### config.mk
export PLATFORM = sky130hd
export DESIGN_NAME = eigen_sched
export DESIGN_NICKNAME = d
export VERILOG_FILES = /design/src/rtl/eigen_sched.sv
export SDC_FILE = /design/constraint.sdc
export NUM_CORES = 1
export LEC_CHECK = 0
export BUFFER_PORTS_ARGS = -buffer_cell sky130_fd_sc_hd__buf_4
export CAP_MARGIN = 20
export CORE_AREA = 5 5 160 162
export CTS_BUF_LIST = sky130_fd_sc_hd__clkbuf_2 sky130_fd_sc_hd__clkbuf_4 sky130_fd_sc_hd__clkbuf_8
export CTS_CLUSTER_SIZE = 8
export DETAILED_ROUTE_END_ITERATION = 8
export DIE_AREA = 0 0 165 167
export GPL_TIMING_DRIVEN = 0
export PLACE_DENSITY = 0.7
export SYNTH_ARGS = -nofsm -noshare
export SYNTH_HDL_FRONTEND = slang
export SYNTH_SLANG_ARGS = --single-unit
### constraint.sdc
create_clock -name clk -period 2.2 [get_ports clk]
set_input_delay 0 -clock clk [delete_from_list [all_inputs] [get_ports clk]]
set_output_delay 0 -clock clk [all_outputs]
set_load 0.005 [all_outputs]
### src/rtl/eigen_sched.sv
// eigen_sched: round-robin scheduler sharing one 2x2 eigen core among NCH covariance
// streams, with a latency-matched tag pipe, flush/drain FSM and sticky sync-error flag.
// Optional issue throttle: define EIGEN_SCHED_THROTTLE_EN to add the issue_gap input.
module eigen_sched #(
   parameter int NCH      = 4,
   parameter int TAG_W    = 2,
   parameter int CORE_LAT = 20,
   parameter int DW       = 16
) (
   input  logic                  clk,
   input  logic                  rst_n,
   input  logic [NCH-1:0]        req_valid,
   output logic [NCH-1:0]        req_ready,
   input  logic [NCH*3*DW-1:0]   req_data,
   input  logic                  flush,
   output logic                  flush_done,
   output logic                  busy,
`ifdef EIGEN_SCHED_THROTTLE_EN
   input  logic [3:0]            issue_gap,
`endif
   output logic                  core_din_valid,
   output logic [DW-1:0]         core_r11,
   output logic [DW-1:0]         core_r22,
   output logic [DW-1:0]         core_r12,
   input  logic [DW-1:0]         core_lamb1,
   input  logic [DW-1:0]         core_lamb2,
   input  logic [DW-1:0]         core_eig1_y,
   input  logic [DW-1:0]         core_eig2_y,
   input  logic [DW-1:0]         core_eig_x,
   input  logic                  core_dout_valid,
   output logic [DW-1:0]         res_lamb1,
   output logic [DW-1:0]         res_lamb2,
   output logic [DW-1:0]         res_eig1_y,
   output logic [DW-1:0]         res_eig2_y,
   output logic [DW-1:0]         res_eig_x,
   output logic [TAG_W-1:0]      res_tag,
   output logic                  res_valid,
   output logic                  err_sync
);
   localparam int PTR_W = (NCH > 1) ? $clog2(NCH) : 1;

   // Handshake: a requester transfers when req_valid[k] & req_ready[k]; req_ready is
   // combinational from req_valid, ptr and FSM state, and is one-hot or zero.
   typedef enum logic [1:0] {S_RUN, S_DRAIN, S_DONE, S_HOLD} state_e;
   state_e state_q, state_d;

   logic                   grant_en;
   logic                   gap_open;
   logic                   gnt_any;
   logic [PTR_W-1:0]       gnt_idx;
   logic [PTR_W-1:0]       ptr_q, ptr_d;
   logic                   din_valid_q, din_valid_d;
   logic [3*DW-1:0]        issue_q, issue_d;
   logic [TAG_W-1:0]       tag_q, tag_d;
   logic [CORE_LAT-1:0]    pv_q, pv_d;
   logic [TAG_W-1:0]       pt_q [CORE_LAT];
   logic [TAG_W-1:0]       pt_d [CORE_LAT];
   logic [5*DW-1:0]        res_q, res_d;
   logic [TAG_W-1:0]       res_tag_q, res_tag_d;
   logic                   res_valid_q, res_valid_d;
   logic                   err_q, err_d;
   logic                   pipe_v_out;
   logic                   drain_idle;

   function automatic logic [PTR_W-1:0] wrap_idx(input logic [PTR_W-1:0] p, input int off);
      int s;
      s = int'(p) + off;
      if (s >= NCH) s = s - NCH;
      return PTR_W'(s);
   endfunction

`ifdef EIGEN_SCHED_THROTTLE_EN
   logic [3:0] gap_q, gap_d;

   always_comb begin
      gap_d = gap_q;
      if (gnt_any)            gap_d = issue_gap;
      else if (gap_q != 4'd0) gap_d = gap_q - 4'd1;
   end

   always_ff @(posedge clk or negedge rst_n) begin
      if (!rst_n) gap_q <= 4'd0;
      else        gap_q <= gap_d;
   end

   assign gap_open = (gap_q == 4'd0);
`else
   assign gap_open = 1'b1;
`endif

   // Search order starts at ptr and wraps; the first valid requester wins.
   always_comb begin
      gnt_any   = 1'b0;
      gnt_idx   = '0;
      req_ready = '0;
      if (grant_en) begin
         for (int i = 0; i < NCH; i++) begin
            if (!gnt_any && req_valid[wrap_idx(ptr_q, i)]) begin
               gnt_any = 1'b1;
               gnt_idx = wrap_idx(ptr_q, i);
            end
         end
      end
      if (gnt_any) req_ready[gnt_idx] = 1'b1;
   end

   always_comb begin
      ptr_d       = gnt_any ? wrap_idx(gnt_idx, 1) : ptr_q;
      din_valid_d = gnt_any;
      issue_d     = gnt_any ? req_data[int'(gnt_idx)*3*DW +: 3*DW] : issue_q;
      tag_d       = gnt_any ? TAG_W'(gnt_idx) : tag_q;
      pv_d        = {pv_q[CORE_LAT-2:0], din_valid_q};
      pt_d[0]     = tag_q;
      for (int i = 1; i < CORE_LAT; i++) pt_d[i] = pt_q[i-1];
   end

   // A spurious core result is still reported, but carries tag 0.
   assign pipe_v_out = pv_q[CORE_LAT-1];

   always_comb begin
      res_valid_d = core_dout_valid;
      res_d       = res_q;
      res_tag_d   = res_tag_q;
      if (core_dout_valid) begin
         res_d     = {core_lamb1, core_lamb2, core_eig1_y, core_eig2_y, core_eig_x};
         res_tag_d = pipe_v_out ? pt_q[CORE_LAT-1] : '0;
      end
      err_d = err_q | (core_dout_valid != pipe_v_out);
   end

   assign drain_idle = ~|pv_q & ~din_valid_q & ~core_dout_valid;

   always_ff @(posedge clk or negedge rst_n) begin
      if (!rst_n) state_q <= S_RUN;
      else        state_q <= state_d;
   end

   always_comb begin
      state_d = state_q;
      case (state_q)
         S_RUN:   if (flush)      state_d = S_DRAIN;
         S_DRAIN: if (drain_idle) state_d = S_DONE;
         S_DONE:  state_d = flush ? S_HOLD : S_RUN;
         S_HOLD:  if (!flush)     state_d = S_RUN;
         default: state_d = S_RUN;
      endcase
   end

   always_comb begin
      grant_en   = 1'b0;
      flush_done = 1'b0;
      case (state_q)
         S_RUN:   grant_en   = !flush && gap_open;
         S_DONE:  flush_done = 1'b1;
         default: ;
      endcase
   end

   always_ff @(posedge clk or negedge rst_n) begin
      if (!rst_n) begin
         ptr_q       <= '0;
         din_valid_q <= 1'b0;
         issue_q     <= '0;
         tag_q       <= '0;
         pv_q        <= '0;
         for (int i = 0; i < CORE_LAT; i++) pt_q[i] <= '0;
         res_q       <= '0;
         res_tag_q   <= '0;
         res_valid_q <= 1'b0;
         err_q       <= 1'b0;
      end else begin
         ptr_q       <= ptr_d;
         din_valid_q <= din_valid_d;
         issue_q     <= issue_d;
         tag_q       <= tag_d;
         pv_q        <= pv_d;
         for (int i = 0; i < CORE_LAT; i++) pt_q[i] <= pt_d[i];
         res_q       <= res_d;
         res_tag_q   <= res_tag_d;
         res_valid_q <= res_valid_d;
         err_q       <= err_d;
      end
   end

   assign busy           = (|pv_q) | din_valid_q | (state_q != S_RUN);
   assign core_din_valid = din_valid_q;
   assign core_r11       = issue_q[3*DW-1 -: DW];
   assign core_r22       = issue_q[2*DW-1 -: DW];
   assign core_r12       = issue_q[DW-1:0];
   assign res_lamb1      = res_q[5*DW-1 -: DW];
   assign res_lamb2      = res_q[4*DW-1 -: DW];
   assign res_eig1_y     = res_q[3*DW-1 -: DW];
   assign res_eig2_y     = res_q[2*DW-1 -: DW];
   assign res_eig_x      = res_q[DW-1:0];
   assign res_tag        = res_tag_q;
   assign res_valid      = res_valid_q;
   assign err_sync       = err_q;

endmodule

==> results.md, run 1 <==
* Distinct cell type count of the synthesized netlist at 39
* Nets at 1,620
* CTS max path bufs at 2
* Crit path largest cell delay at 400 ps
* Tot Pwr at 12.41 mW
* Rows at 57
* Area after DPL at 11,930 sq um
* Critical Path, Cell by Cell: buf_6 > mux2i_1 > a2bb2oi_4 > buf_6 > nand3_4 > buf_2 > nor3_1 > nor3_1
* Multi-input logic area at 3067 sq um
* H-tree levels at 4
* GRT Util Overall at 24.29%
* Area added between synthesis and finish at 81.47%
* Compound-Gate Fraction of Synth Area at 10.58%
* Via/cell ratio at 5.072
* M1 GR Usage at 26.53%
* Synth warn at 0
* Crit end category: register
* Crit path DAT at 2470 ps
* Slew Viols, Final at 0
* Grt met2 use at 41.46%
* Largest family of logic cells by synthesized area: simple AND/OR/NAND/NOR gates
* Pre-CTS setup slack at -268.9 ps
* Synth Area in Simple Gates at 14.44%
* Clock Skew at 25.38 ps
* Filler cells at 1,767
* Fin area at 15,170 sq um
* Initial antenna violation count at 7
* TritonCTS Buffers at 17
* Mapped Cells at 634
* Mapped Area at 8361 sq um
* Final WS setup at 82.72 ps
* Leakage at 7.042 nW
* Status: finished clean
* Clock slew at reported path FFs at 130 ps
* DRC viols at 0
* Critical path class: reg2reg
* Initial Utilization at 34.89%
* Dpl cells at 1,376
* Die area at 27,560 sq um
* I/O Pins at 419
* Die W at 165 microns
* Pin count of the biggest net entering global routing at 129
* Worst Hold Class: in2reg
* Synth Register Bits at 199
* Core area at 23,960 sq um
* Number of global-route vias before repair at 9,388
* Post-synthesis mux area share at 10.89%
* Pwr Density at 818.2 nW/um^2
* Post-route insts no fill at 1,683
* Adder-cell share of the synthesized area at 0%
* Clock latency on the worst-skew pair at 480 ps
* CTS sink count at 199
* Drt wl/cell at 20.47 microns
* Gr busiest metal: met2
* Input/output buffers at 417
* Root Buffer: clkbuf_8
* RePlAce Congestion at 0.8755
* Sequential area share after synthesis at 59.56%
* CP delay by family, top: simple AND/OR/NAND/NOR gates
* Met3 Track Usage GR at 7.761%
* Max stage delay cell, worst path: dfrtp_1
* Detail Route Antenna Nets at 0
* Setup crit start kind: register
* Critical path required time at 2550 ps
* MaxCap Viol Count at 0
* Fmax at 472.3 MHz
* Fin crit period at 2117 ps
* Net Count, Synth at 914
* Via count at 8,537
* VDD IR max at 0.0004388 V
* GRT overflow at 0
* Register Area at 4980 sq um
* RSZ-0062 raised after global routing: no
* Drt pass-1 iters at 5
* Final WL at 34,450 microns
* Global-route wire length before repair at 52,070 microns
* Synth Area in XOR/XNOR at 0.1048%
* Endpoints failing hold at 0
* Worst Tran Pin Value at 637.9 ps
* Tcrit/Tclk final at 96.24%
* Mean Syn Cell Area at 13.19 sq um
* Final setup viols at 0
* Post-DP HPWL at 22,480 microns
* Critical path peak fanout at 10
* CTS tree: done
* Die height at 167 microns
* Buffers & Inverters on Critical Path at 3
* Max-slew headroom at 57.47%
* Share of post-route cells with drive strength above 1 at 47.38%
* Starting DRT DRC Count at 498
cells in the final DEF, fill, tap and decap left out, types with 2 or more instances in the layout:
master,n
a211oi_1,24
a211oi_2,23
a21o_1,2
a21oi_1,3
and3_1,49
buf_1,5
buf_12,3
buf_2,20
buf_4,422
buf_6,9
clkbuf_1,12
clkbuf_8,17
clkinv_8,3
dfrtp_1,199
diode_2,6
dlygate4sd3_1,268
inv_1,5
inv_12,4
inv_16,4
inv_6,2
inv_8,2
mux2_2,80
nand2_1,3
nand2b_1,3
nand3_1,5
nor2_1,5
nor2_2,2
nor2b_1,2
nor3_1,58
nor3_2,39
nor4_1,6
o21a_1,2
o21ai_0,4
o21ai_2,2
o22ai_1,49
or3_1,2
tightest hold or removal path, delay by kind of cell:
family | cells | cell delay (ps)
compound gates | 1 | 70
buf+inv | 1 | 70
simple gates | 2 | 310
power by group:
part | internal (mW) | switching [mW]
sequential | 4.69 | 0.540
clock | 0.975 | 1.72
combinational | 2.40 | 2.09
synthesized netlist by cell type:
library cell / number / area (sq um)
or4_1: 1 / 7.510
a2bb2oi_1: 1 / 8.760
mux2_2: 80 / 900.9
a211oi_1: 28 / 210.2
a21o_1: 2 / 15.01
or3_1: 2 / 12.51
a2bb2oi_4: 1 / 26.28
buf_12: 3 / 60.06
mux2i_1: 1 / 10.01
nand3b_1: 1 / 7.510
nand4_2: 1 / 12.51
nor2_1: 6 / 22.52
buf_2: 22 / 110.1
and3_1: 49 / 306.5
nor2b_4: 1 / 13.76
and3b_1: 1 / 8.760
nand3_1: 5 / 25.02
nor2_2: 1 / 6.260
nor3_1: 60 / 300.3
o21ai_0: 4 / 20.02
buf_6: 8 / 90.09
nor3_2: 38 / 380.4
a211oi_2: 20 / 250.2
nor2b_1: 2 / 12.51
nand2b_1: 3 / 18.77
buf_4: 3 / 22.52
clkbuf_1: 13 / 48.80
nand3_4: 1 / 17.52
nand2_1: 3 / 11.26
inv_1: 5 / 18.77
a21oi_1: 3 / 15.01
o21a_1: 2 / 15.01
o21ai_2: 2 / 17.52
buf_1: 5 / 18.77
dfrtp_1: 199 / 4980
nand2_2: 1 / 6.260
nor4_1: 6 / 37.54
o22ai_1: 49 / 306.5
xnor2_1: 1 / 8.760
metrics by stage:
| step | hold WS, ps | utilization (%) | setup TNS (ps) |
|---|---|---|---|
| after floorplan | -295.6 | - | 0 |
| after global placement | 128.7 | 49.64 | -44940 |
| after detailed placement | 12.65 | 49.79 | -900.7 |
| after CTS | 3.573 | 63.09 | 0 |
| after global routing | 23.62 | 63.30 | 0 |
| final | 49.43 | 63.31 | 0 |
layout make-up:
type | count | share of cell area, %
Sequential cell | 199 | 32.82
Clock buffer | 17 | 1.542
Antenna cell | 6 | 0.09896
Clock inverter | 15 | 1.542
Inverter | 5 | 0.1237
Tap cell | 324 | 2.672
Multi-Input combinational cell | 376 | 20.21
Buffer | 53 | 2.342
Timing Repair Buffer | 688 | 38.64
registers in the layout, indices dropped and copies added (netlist names), 2 cells and up:
register  flops
tag_q         2
pv_q         20
pt_q          2
res_tag       2
state_q       2
pt_d         38
ptr_q         2
res_q        80
issue_q      48
final timing paths:
path | from | endpoint | slack [ps] | cells past startpoint
worst min register to register | pt_d[2]$_DFF_PN0_ | pt_d[0]$_DFF_PN0_ | 340 | 0
max in group asynchronous | rst_n | res_q[18]$_DFFE_PN0P_ | 1070 | 3
worst max register to register | ptr_q[1]$_DFFE_PN0P_ | issue_q[36]$_DFFE_PN0P_ | 80 | 8
worst max-delay path | ptr_q[1]$_DFFE_PN0P_ | issue_q[36]$_DFFE_PN0P_ | 80 | 8
min in group asynchronous | rst_n | issue_q[0]$_DFFE_PN0P_ | 80 | 2
worst min-delay path | req_data[158] | issue_q[14]$_DFFE_PN0P_ | 50 | 4
timing repair:
action | 4_1_cts | 5_1_grt
setup buffers | 1 | 1
hold buffers | 268 | 0
endpoints found under the setup margin | 10 | 11
gates resized for setup | 7 | 9
endpoints found under the hold margin | 204 | 0
pin swaps | 1 | 1
kinds of logic after synthesis:
group,after synthesis
compound gates,112
xor+xnor,1
buf+inv,59
flops,199
mux,81
simple gates,182
routing by layer:
metal / up-vias / share of wire [%]
li1: 3771 / -
met1: 4131 / 35
met2: 510 / 50
met3: 121 / 9.7
met4: 4 / 5.1
met5: - / 0.078
No activity file was read; power rests on OpenSTA's default activity.
==> inputs of run 2 (changes only) <==
- CORE_AREA: 5 5 160 162 -> 4 4 159 161
- DIE_AREA: 0 0 165 167 -> 0 0 163 165
==> results.md, run 2 (synthesis gave the netlist of run 1 again) <==
* DRC viols at 0
* Biggest register: res_q
* Crit path largest cell delay at 390 ps
* Max reg flops at 80
* Slew Viols, Final at 0
* Detailed route wirelength on metal2 at 17,520 microns
* Most frequent cells in the layout: buf_4, dlygate4sd3_1, dfrtp_1, mux2_2, nor3_1
* Area added between synthesis and finish at 80.84%
* Final WL at 34,330 microns
* H-tree levels at 4
* Worst Hold Class: in2reg
* Die height at 165 microns
* Post-DP HPWL at 22,060 microns
* Crit path DAT at 2470 ps
* Crit end category: register
* Met3 wire length at 2563 microns
* CTS tree: done
* Final setup viols at 0
* Reg-to-Reg Start: ptr_q[1]$_DFFE_PN0P_
* Initial Utilization at 34.89%
* CP delay by family, top: simple AND/OR/NAND/NOR gates
* Critical Path, Cell by Cell: buf_6 > mux2i_1 > a2bb2oi_4 > buf_6 > nand3_4 > buf_2 > nor3_1 > nor3_1
* Number of global-route vias before repair at 9,278
* TritonCTS Buffers at 17
* Critical path class: reg2reg
* Clock slew at reported path FFs at 120 ps
* Clock latency on the worst-skew pair at 470 ps
* Most common cell after layout, fill and taps aside: buf_4
* Post-route insts no fill at 1,682
* Input/output buffers at 417
* Multi-input logic area at 3057 sq um
* Critical path peak fanout at 10
* Max-slew headroom at 41.10%
* I/O Pins at 419
* Core area at 23,960 sq um
* Detail Route Antenna Nets at 0
* Endpoints failing hold at 0
* CTS max path bufs at 2
* Global-route wire length before repair at 51,160 microns
* Drt pass-1 iters at 7
* Highest routing layer actually used: met4
* Pwr Density at 805.9 nW/um^2
* Starting DRT DRC Count at 497
* FF-to-FF End: issue_q[36]$_DFFE_PN0P_
* Fmax at 469.0 MHz
* Max stage delay cell, worst path: dfrtp_1
* Dpl cells at 1,376
* MaxCap Viol Count at 0
* Tcrit/Tclk final at 96.92%
* Status: finished clean
* Fin crit period at 2132 ps
* Rows at 57
* Via count at 8,547
* GRT overflow at 0
* Buffers & Inverters on Critical Path at 3
* Core Util, Final at 63.10%
* RePlAce Congestion at 0.9017
* Die area at 26,900 sq um
* Worst r2r path cells at 8
* Leakage at 7.018 nW
* Worst Tran Pin Value at 883.6 ps
* Crit path to: issue_q[36]$_DFFE_PN0P_
* Wl on met1 at 12,510 microns
* Critical path required time at 2530 ps
* Filler cells at 1,772
* Pre-CTS setup slack at -202.3 ps
* Clock Skew at 25.01 ps
* Initial antenna violation count at 3
* Via/cell ratio at 5.081
* Drt wl/cell at 20.41 microns
* Register Area at 4981 sq um
* Crit path from: ptr_q[1]$_DFFE_PN0P_
* R2R Setup Slk at 70 ps
* Root Buffer: clkbuf_8
* VDD IR max at 0.0004192 V
* Die W at 163 microns
* Stages on worst setup path at 8
* RSZ-0062 raised after global routing: yes
* Final WS setup at 67.74 ps
* Nets at 1,620
* GRT Util Overall at 24.49%
* CTS sink count at 199
* Setup crit start kind: register
* Share of post-route cells with drive strength above 1 at 47.30%
* Pin count of the biggest net entering global routing at 111
run 2: timing repair:
action | CTS | global route
resized for setup | 5 | 8
setup buffers | 1 | 0
hold buffers | 268 | 0
endpoints found under the setup margin | 7 | 5
endpoints found under the hold margin | 242 | 0
pin swaps | 1 | 1
run 2: worst min path at each step:
stage,start,endpoint,slack [ps],cells after the start
6_report,req_data[172],issue_q[28]$_DFFE_PN0P_,40,4
5_1_grt,req_data[161],issue_q[17]$_DFFE_PN0P_,6,4
4_1_cts,req_data[161],issue_q[17]$_DFFE_PN0P_,10,4
3_5_place_dp,core_dout_valid,res_valid$_DFF_PN0_,120,1
3_3_place_gp,core_dout_valid,res_valid$_DFF_PN0_,120,1
2_1_floorplan,rst_n,core_din_valid$_DFF_PN0_,-300,0
run 2: worst min-delay path, cell delays in order:
cell and delay [ps]:
buf_4 80, and3_1 130, a211oi_1 60, nor3_1 180
run 2: per-layer routing:
| metal | GRT usage (%) | vias to the layer above |
|---|---|---|
| met1 | 27.42 | 4133 |
| met5 | 0 | - |
| met4 | 12.09 | 0 |
| li1 | - | 3783 |
| met3 | 5.690 | 126 |
| met2 | 43.87 | 505 |
run 2: through the flow:
step                setup TNS, ps  power (mW)  hold slack [ps]  cell area (sq um)
CTS                             0       12.12            10.22              15070
floorplan                       0       7.113           -295.6               8361
global placement           -42100       9.105            117.3              11900
global route               -24.88       12.83            5.549              15120
finish                          0       12.18            35.24              15120
detailed placement         -569.2       9.205            118.3              11930
run 2: final cells by class:
class                      instances  share of cell area [%]
antenna                            5                 0.08275
buffer                            54                   2.400
clock buffer                      17                   1.547
clock inverter                    15                   1.274
inverter                           5                  0.1241
multi-input combinational        376                   20.22
sequential                       199                   32.94
tap                              324                   2.681
timing repair buffer             687                   38.73
run 2: report_power, final:
| part | leakage [nW] | internal, mW | total [mW] | switching [mW] |
|---|---|---|---|---|
| combinational | 4.44 | 2.40 | 4.47 | 2.08 |
| sequential | 2.37 | 4.69 | 5.24 | 0.543 |
| clock | 0.213 | 0.906 | 2.47 | 1.57 |
==> inputs of run 3 (changes only) <==
- MAX_ROUTING_LAYER: unset -> met4
==> results.md, run 3 (synthesis gave the netlist of run 1 again) <==
* Status: finished clean
* Fin crit period at 2131 ps
* Crit end category: register
* Clk pwr share at 20.3%
* NetSw at 4.199 mW
* Critical Path, Cell by Cell: buf_6 > mux2i_1 > a2bb2oi_4 > buf_6 > nand3_4 > buf_2 > nor3_1 > nor3_2
* Clock slew at reported path FFs at 120 ps
* Critical Path Most Common Cell: buf_6
* RePlAce Congestion at 0.9171
* Pin count of the biggest net entering global routing at 111
* Area added between synthesis and finish at 80.84%
* TritonCTS Buffers at 17
* Hold path startpoint: req_data[172]
* Register Area at 4981 sq um
* Fin Setup TNS at 0 ps
* FF-to-FF End: issue_q[35]$_DFFE_PN0P_
* Nets at 1,620
* Hold depth at 4
* Drt wl/cell at 20.42 microns
* Reg-to-Reg Start: ptr_q[1]$_DFFE_PN0P_
* Core area at 23,960 sq um
* Final setup viols at 0
* Rows at 57
* Leakage at 7.018 nW
* Seq pwr share at 42.9%
* Internal power at 7.999 mW
* R2R Setup Slk at 70 ps
* DRC viols at 0
* Endpoints failing hold at 0
* Clock latency on the worst-skew pair at 470 ps
* Critical path peak fanout at 10
* Crit path DAT at 2470 ps
* Dpl cells at 1,376
* Crit path largest cell delay at 410 ps
* Initial Utilization at 34.89%
* Most frequent cells in the layout: buf_4, dlygate4sd3_1, dfrtp_1, mux2_2, nor3_1
* Hold endpoint: issue_q[28]$_DFFE_PN0P_
* Max reg flops at 80
* VDD IR max at 0.0004251 V
* I/O Pins at 419
* Die W at 163 microns
* Worst r2r path cells at 8
* Input/output buffers at 417
* Max stage delay cell, worst path: nor3_1
* Tcrit/Tclk final at 96.85%
* Via/cell ratio at 5.083
* Sw Ratio at 34.42%
* GRT overflow at 0
* Post-route insts no fill at 1,682
* Clock Skew at 28.03 ps
* Multi-input logic area at 3057 sq um
* CTS max path bufs at 2
* Filler cells at 1,774
* Critical path required time at 2540 ps
* Most common cell after layout, fill and taps aside: buf_4
* H-tree levels at 4
* Worst Tran Pin Value at 878.6 ps
* Initial antenna violation count at 3
* Die height at 165 microns
* Critical path class: reg2reg
* Drt pass-1 iters at 7
* MaxCap Viol Count at 0
* GRT Util Overall at 25.17%
* Pwr Density at 806.8 nW/um^2
* Comb pwr share at 36.8%
* Worst Hold Class: in2reg
* Setup crit start kind: register
* CTS sink count at 199
* RSZ-0062 raised after global routing: yes
* Die area at 26,900 sq um
* Via count at 8,550
* Final WL at 34,350 microns
* Fmax at 469.3 MHz
* Biggest register: res_q
* Max-slew headroom at 41.43%
* Detail Route Antenna Nets at 0
* CTS tree: done
* Root Buffer: clkbuf_8
* Slew Viols, Final at 0
* Share of post-route cells with drive strength above 1 at 47.30%
* Post-DP HPWL at 22,060 microns
* Number of global-route vias before repair at 9,316
* Global-route wire length before repair at 51,000 microns
* Starting DRT DRC Count at 487
==> run 3: cell counts in the layout (fill, tap and decap cells not counted) <==
Identical to the previous run, type by type.
==> run 3: worst max-delay path by stage <==
stage | start | to | slack, ps | cells after the start
floorplan | ptr_q[1]$_DFFE_PN0P_ | issue_q[0]$_DFFE_PN0P_ | 550 | 8
global placement | rst_n | issue_q[28]$_DFFE_PN0P_ | -230 | 1
detailed placement | state_q[1]$_DFFE_PN0P_ | issue_q[8]$_DFFE_PN0P_ | -200 | 5
CTS | state_q[0]$_DFFE_PN0P_ | req_ready[0] | 10 | 6
global route | state_q[0]$_DFFE_PN0P_ | req_ready[0] | -20 | 6
finish | ptr_q[1]$_DFFE_PN0P_ | issue_q[35]$_DFFE_PN0P_ | 70 | 8
==> run 3: area by class of cell <==
class	instances	share of cell area [%]
tap	324	2.681
inverter	5	0.1241
clock buffer	17	1.547
clock inverter	15	1.274
buffer	54	2.400
antenna	5	0.08275
multi-input combinational	376	20.22
timing repair buffer	687	38.73
sequential	199	32.94
==> run 3: stage by stage <==
stage | hold slack [ps] | util (%) | setup WS, ps | instance area [sq um] | total power [mW]
floorplan | -295.6 | - | 554.9 | 8361 | 7.113
global placement | 117.3 | 49.64 | -229.5 | 11900 | 9.105
detailed placement | 118.3 | 49.79 | -202.3 | 11930 | 9.205
CTS | 10.22 | 62.89 | 13.20 | 15070 | 12.12
global route | 8.802 | 63.08 | -21.55 | 15120 | 12.82
finish | 31.89 | 63.10 | 69.19 | 15120 | 12.20
==> run 3: critical path: cells and delay by family, from the launching register on <==
kind | cells | cell delay [ps]
flip-flops | 1 | 390
buffers and inverters | 3 | 560
AND/OR/NAND/NOR | 3 | 620
multiplexers | 1 | 150
AO/OA/AOI/OAI | 1 | 300
==> run 3: timing repair <==
action,in CTS,in global routing
gates resized for setup,5,8
buffers inserted,1,0
pin swaps,1,1
hold buffers,268,0
endpoints found under the hold margin,242,0
setup endpoints to repair,7,5
==> run 3: power by group through the flow <==
stage | Clock [mW] | Sequential [mW] | Combinational (mW)
finish | 2.48 | 5.24 | 4.48
global route | 2.70 | 5.35 | 4.78
CTS | 2.56 | 5.21 | 4.35
detailed placement | 0 | 5.26 | 3.94
global placement | 0 | 5.24 | 3.87
floorplan | 0 | 5.21 | 1.90
==> run 3: per-layer routing <==
layer	wire length, microns	global-route usage, %	vias up
met2	17590	43.58	502
met5	0	-	-
met1	12640	28.00	4151
met3	2431	4.667	121
met4	1688	12.58	0
li1	-	-	3776
